## src/rtl/sniff_uart_tx.sv

```systemverilog
// sniff_uart_tx: FIFO-buffered UART 8N1 transmitter for the sniffer's saved-byte stream.
// Overruns drop the incoming byte and raise a sticky overflow flag; there is no backpressure.
module sniff_uart_tx #(
    parameter int CLKS_PER_BIT = 868,
    parameter int DEPTH        = 16
) (
    input  logic                   clk,
    input  logic                   rst_n,
    input  logic [7:0]             data_in,
    input  logic                   write,
    input  logic                   clear_ovf,
    output logic                   tx,
    output logic                   busy,
    output logic                   fifo_full,
    output logic                   fifo_empty,
    output logic [$clog2(DEPTH):0] level,
    output logic                   overflow
);
    localparam int PTR_W = $clog2(DEPTH);
    localparam int LVL_W = PTR_W + 1;
    localparam int BC_W  = $clog2(CLKS_PER_BIT);

    localparam logic [BC_W-1:0]  BC_LAST  = BC_W'(CLKS_PER_BIT - 1);
    localparam logic [LVL_W-1:0] LVL_FULL = LVL_W'(DEPTH);

    typedef enum logic [1:0] {IDLE, START, DATA, STOP} state_t;

    state_t             state, state_n;
    logic [BC_W-1:0]    bc, bc_n;
    logic [2:0]         bit_idx, bit_n;
    logic [7:0]         shift, shift_n;
    logic [PTR_W-1:0]   rd_ptr, wr_ptr;
    logic [7:0]         mem [DEPTH];
    logic [LVL_W-1:0]   level_n;
    logic               pop, push, drop;
    logic               tx_n, busy_n;

    // NOTE: every signal gets a default before the case so no path leaves a latch behind.
    always_comb begin
        state_n = state;
        bc_n    = bc;
        bit_n   = bit_idx;
        shift_n = shift;
        pop     = 1'b0;

        unique case (state)
            IDLE: begin
                if (!fifo_empty) begin
                    pop     = 1'b1;
                    shift_n = mem[rd_ptr];
                    bc_n    = '0;
                    state_n = START;
                end
            end
            START: begin
                if (bc == BC_LAST) begin
                    bc_n    = '0;
                    bit_n   = '0;
                    state_n = DATA;
                end else begin
                    bc_n = bc + BC_W'(1);
                end
            end
            DATA: begin
                if (bc == BC_LAST) begin
                    bc_n    = '0;
                    shift_n = shift >> 1;
                    if (bit_idx == 3'd7) state_n = STOP;
                    else                 bit_n   = bit_idx + 3'd1;
                end else begin
                    bc_n = bc + BC_W'(1);
                end
            end
            STOP: begin
                if (bc == BC_LAST) begin
                    bc_n = '0;
                    // Chain straight into the next start bit so queued bytes leave gap-free.
                    if (!fifo_empty) begin
                        pop     = 1'b1;
                        shift_n = mem[rd_ptr];
                        state_n = START;
                    end else begin
                        state_n = IDLE;
                    end
                end else begin
                    bc_n = bc + BC_W'(1);
                end
            end
            default: state_n = IDLE;
        endcase

        // tx and busy are derived from next-state values so their registers line up with the FSM.
        unique case (state_n)
            START:   tx_n = 1'b0;
            DATA:    tx_n = shift_n[0];
            default: tx_n = 1'b1;
        endcase
    end

    always_comb begin
        push    = write && (!fifo_full || pop);
        drop    = write && fifo_full && !pop;
        level_n = level;
        unique case ({push, pop})
            2'b10:   level_n = level + LVL_W'(1);
            2'b01:   level_n = level - LVL_W'(1);
            default: level_n = level;
        endcase
        busy_n = (state_n != IDLE) || (level_n != '0);
    end

    // NOTE: the storage array has no reset; pointers and level define which entries are valid.
    always_ff @(posedge clk) begin
        if (rst_n && push) mem[wr_ptr] <= data_in;
    end

    // NOTE: sequential state uses non-blocking assignments only.
    always_ff @(posedge clk) begin
        if (!rst_n) begin
            state      <= IDLE;
            bc         <= '0;
            bit_idx    <= '0;
            shift      <= '0;
            rd_ptr     <= '0;
            wr_ptr     <= '0;
            level      <= '0;
            fifo_full  <= 1'b0;
            fifo_empty <= 1'b1;
            overflow   <= 1'b0;
            tx         <= 1'b1;
            busy       <= 1'b0;
        end else begin
            state      <= state_n;
            bc         <= bc_n;
            bit_idx    <= bit_n;
            shift      <= shift_n;
            if (pop)  rd_ptr <= rd_ptr + PTR_W'(1);
            if (push) wr_ptr <= wr_ptr + PTR_W'(1);
            level      <= level_n;
            fifo_full  <= (level_n == LVL_FULL);
            fifo_empty <= (level_n == '0);
            if (drop)           overflow <= 1'b1;
            else if (clear_ovf) overflow <= 1'b0;
            tx         <= tx_n;
            busy       <= busy_n;
        end
    end

endmodule

```

## config.mk

```make
export PLATFORM = sky130hd
export DESIGN_NAME = sniff_uart_tx
export DESIGN_NICKNAME = d
export VERILOG_FILES = /design/src/rtl/sniff_uart_tx.sv
export SDC_FILE = /design/constraint.sdc
export NUM_CORES = 1
export LEC_CHECK = 0
export ABC_AREA = 1
export CAP_MARGIN = 20
export CORE_MARGIN = 2
export CORE_UTILIZATION = 45
export CTS_BUF_LIST = sky130_fd_sc_hd__clkbuf_8
export DETAILED_ROUTE_END_ITERATION = 8
export HOLD_SLACK_MARGIN = 0.1
export PLACE_DENSITY = 0.6
export SYNTH_ARGS = -nofsm -noshare
export SYNTH_HDL_FRONTEND = slang
export SYNTH_SLANG_ARGS = --single-unit
```

## constraint.sdc

```tcl
create_clock -name clk -period 3.05 [get_ports clk]
set_clock_uncertainty 0.15 [all_clocks]
set_input_delay 0.4575 -clock clk [delete_from_list [all_inputs] [get_ports clk]]
set_output_delay 0.4575 -clock clk [all_outputs]
set_load 0.005 [all_outputs]
```

==> impl_metrics.json <==
{
  "drc": 0,
  "max_clock_freq_mhz": 337,
  "ys_types": 43,
  "min_to": "overflow$_SDFFE_PN0P_",
  "cpPeakStageDelay_ps": 320,
  "grt_pass1_vias": 5450,
  "placed_area_mm2": 0.00847,
  "worstPathArrival_ps": 3170,
  "worst-r2r-setup-slack_ps": 90,
  "finalSetupViolCount": 0,
  "worst-r2r-cell-count": 20,
  "yosys.area.top_type": "edfxtp_1",
  "cap_violations": 0,
  "ys_warn_count": 0,
  "die_w_um": 136,
  "antenna_left": 0,
  "cts_tree": "built",
  "slew_headroom_pct": 46.9,
  "core-area_mm2": 0.0172,
  "synth_ff_type": "edfxtp_1",
  "gr-total-overflow": 0,
  "crit_family": "simple AND/OR/NAND/NOR gates",
  "dp_hpwl_um": 11600,
  "syn_to_final_growth_pct": 15.1,
  "hold_class": "reg2reg",
  "fin_util_pct": 52.5,
  "grtUsageTotal_pct": 20.6,
  "clk_path_buf_depth": 2,
  "syn_area_mm2": 0.00783,
  "initial_core_util_pct": 45.6,
  "antenna_found_initial": 0,
  "dieArea_mm2": 0.0185,
  "grt_max_degree": 77,
  "ys_ff_latch": 173,
  "endpoint_kind": "flip-flop",
  "final-hold-violation-count": 0,
  "timing.final.crit_period_ps": 2960,
  "drt_pass1_iterations": 7,
  "drive_gt1_share_pct": 13.3,
  "status": "finished, final reports clean",
  "path_cells": "inv_1 -> nand4_1 -> nor2_2 -> nand4_1 -> nand2_2 -> nand2_4 -> nand2_4 -> nand2_8 -> ha_4 -> xor2_2 -> ha_2 -> a21oi_1 -> or2_4 -> nor2_1 -> nand2_1 -> nand3_1 -> nand2_1 -> nand2_1 -> o21ai_2 -> nand2_1",
  "gp_congestion": 0.878,
  "htree_levels": 4,
  "design_area_mm2": 0.00901,
  "via_per_inst": 5.21,
  "critPathKind": "reg2reg",
  "path_clk_slew_ps": 90,
  "io_pins": 22,
  "synth_top_area_share_pct": 49.1,
  "p_leak_nw": 3.47,
  "antenna_cells": 0,
  "synthArstFlopShare_pct": 0,
  "drtIter0Drc": 463,
  "core.rowCount": 48,
  "slowest_stage": "dfxtp_1",
  "whs_path_depth": 2,
  "tightest_slew_ps": 794,
  "holdWs_ps": 322,
  "clkLatencyLatePin_ps": 460,
  "layout.nets": 895,
  "grt_pass1_wl_um": 28900,
  "powerDensity_mw_per_mm2": 675,
  "worst-path-buf-inv": 1,
  "cp.required_ps": 3250,
  "die_height_um": 136,
  "peakVddDrop_mv": 0.419,
  "syn_inst": 812,
  "ys_top_cells_by_count": "nand2_1, edfxtp_1, nor2_1, nand3_1, inv_1",
  "avgSynthCellArea_um2": 9.65,
  "crit-reg2reg-launch": "bc[4]$_SDFFE_PN0P_",
  "cts-buffers-inserted": 17,
  "yosysMostFrequentCell": "nand2_1",
  "vias": 5759,
  "synthTopCellsByArea": "edfxtp_1, dfxtp_1, nand2_1",
  "clock_sinks": 173,
  "synth_fp_nets": 840,
  "path_max_fanout": 7,
  "wl_um": 18300,
  "period_share_pct": 97.2,
  "worstSetupStartpointType": "flip-flop",
  "reg2reg_to": "busy$_SDFF_PN0_",
  "yosysSeqAreaShare_pct": 60.6,
  "slew_viol_final": 0,
  "wl_per_cell_um": 16.6,
  "io_buffers": 21,
  "cp_common_cell": "nand2_1",
  "hold_path_startpoint": "overflow$_SDFFE_PN0P_",
  "synth-edff-count": 128,
  "clk_root_buffer_cell": "clkbuf_8"
}
## per-stage QoR
step | setup WS [ps] | power, mW | setup TNS [ps] | instances
after floorplan | 171 | 3.90 | 0 | 812
after global placement | 53.9 | 4.40 | 0 | 1063
after detailed placement | -12.9 | 4.44 | -12.9 | 1063
after CTS | 7.51 | 6.04 | 0 | 1099
after global routing | -65.3 | 6.44 | -65.3 | 1105
final | 86.4 | 6.09 | 0 | 1105
## worst min-delay path, cell delays in order, from the launching register on
cell and delay (ps):
dfxtp_1 320, nand2_1 60, a21oi_1 60
## kinds of logic after synthesis
| logic type | synth area share, % |
|---|---|
| and+or+nand+nor | 23.3 |
| xor gates and xnor gates | 0.783 |
| muxes | 0.128 |
| buffers and inverters | 5.38 |
| AOI/OAI and AO/OA | 7.33 |
| DFF | 60.6 |
| adders and majority gates | 2.56 |
## timing repair
action | CTS | global route
hold buffers | 0 | 0
pin swaps | 0 | 15
setup endpoints to repair | 1 | 5
setup buffers | 4 | 6
resized for setup | 2 | 22
## how the worst max path moves through the flow
stage                     slack (ps)              end                start  cells after the start
after floorplan                  170  busy$_SDFF_PN0_  state[1]$_SDFF_PN0_                     18
after global placement            50  busy$_SDFF_PN0_   bc[1]$_SDFFE_PN0P_                     19
after detailed placement         -10  busy$_SDFF_PN0_   bc[1]$_SDFFE_PN0P_                     19
after CTS                          8  busy$_SDFF_PN0_   bc[1]$_SDFFE_PN0P_                     19
after global routing             -70  busy$_SDFF_PN0_   bc[4]$_SDFFE_PN0P_                     20
final                             90  busy$_SDFF_PN0_   bc[4]$_SDFFE_PN0P_                     20
## metal layers
| layer | global-route usage (%) | share of wire [%] | vias to the layer above |
|---|---|---|---|
| met1 | 28.4 | 47 | 2758 |
| li1 | - | - | 2833 |
| met3 | 3.88 | 3.9 | 19 |
| met5 | 0 | 0 | - |
| met2 | 33.3 | 48 | 149 |
| met4 | 6.31 | 1.2 | 0 |
## cells in the final DEF, fill, tap and decap left out, drive strengths merged, types with 3 or more instances in the layout
| master | n |
|---|---|
| a211oi | 3 |
| a21oi | 27 |
| buf | 43 |
| clkbuf | 17 |
| clkdlybuf4s50 | 21 |
| clkinv | 5 |
| dfxtp | 45 |
| edfxtp | 128 |
| ha | 16 |
| inv | 84 |
| nand2 | 216 |
| nand3 | 89 |
| nand4 | 7 |
| nor2 | 98 |
| o211ai | 16 |
| o21ai | 39 |
| xor2 | 5 |
## sequential cells by signal, summed over array words and instances, names as in the netlist, named ones only
signal / cells
bc: 10
bit_idx: 3
busy: 1
fifo_empty: 1
fifo_full: 1
level: 5
mem: 128
overflow: 1
rd_ptr: 4
shift: 8
state: 2
tx: 1
wr_ptr: 4
## layout make-up
type	count	area (um^2)
Fill cell	1635	8160
Tap cell	225	282
Sequential cell	173	4760
Clock inverter	15	149
Clock buffer	17	234
Multi-Input combinational cell	533	2740
Inverter	78	297
Timing Repair Buffer	64	558
## power by group
part / switching, mW / leakage [nW] / internal [mW]
Combinational: 1.11 / 1.74 / 0.657
Clock: 0.848 / 0.205 / 0.729
Sequential: 0.0950 / 1.52 / 2.65
Total: 2.05 / 3.47 / 4.03
(Power assumes the default switching activity.)
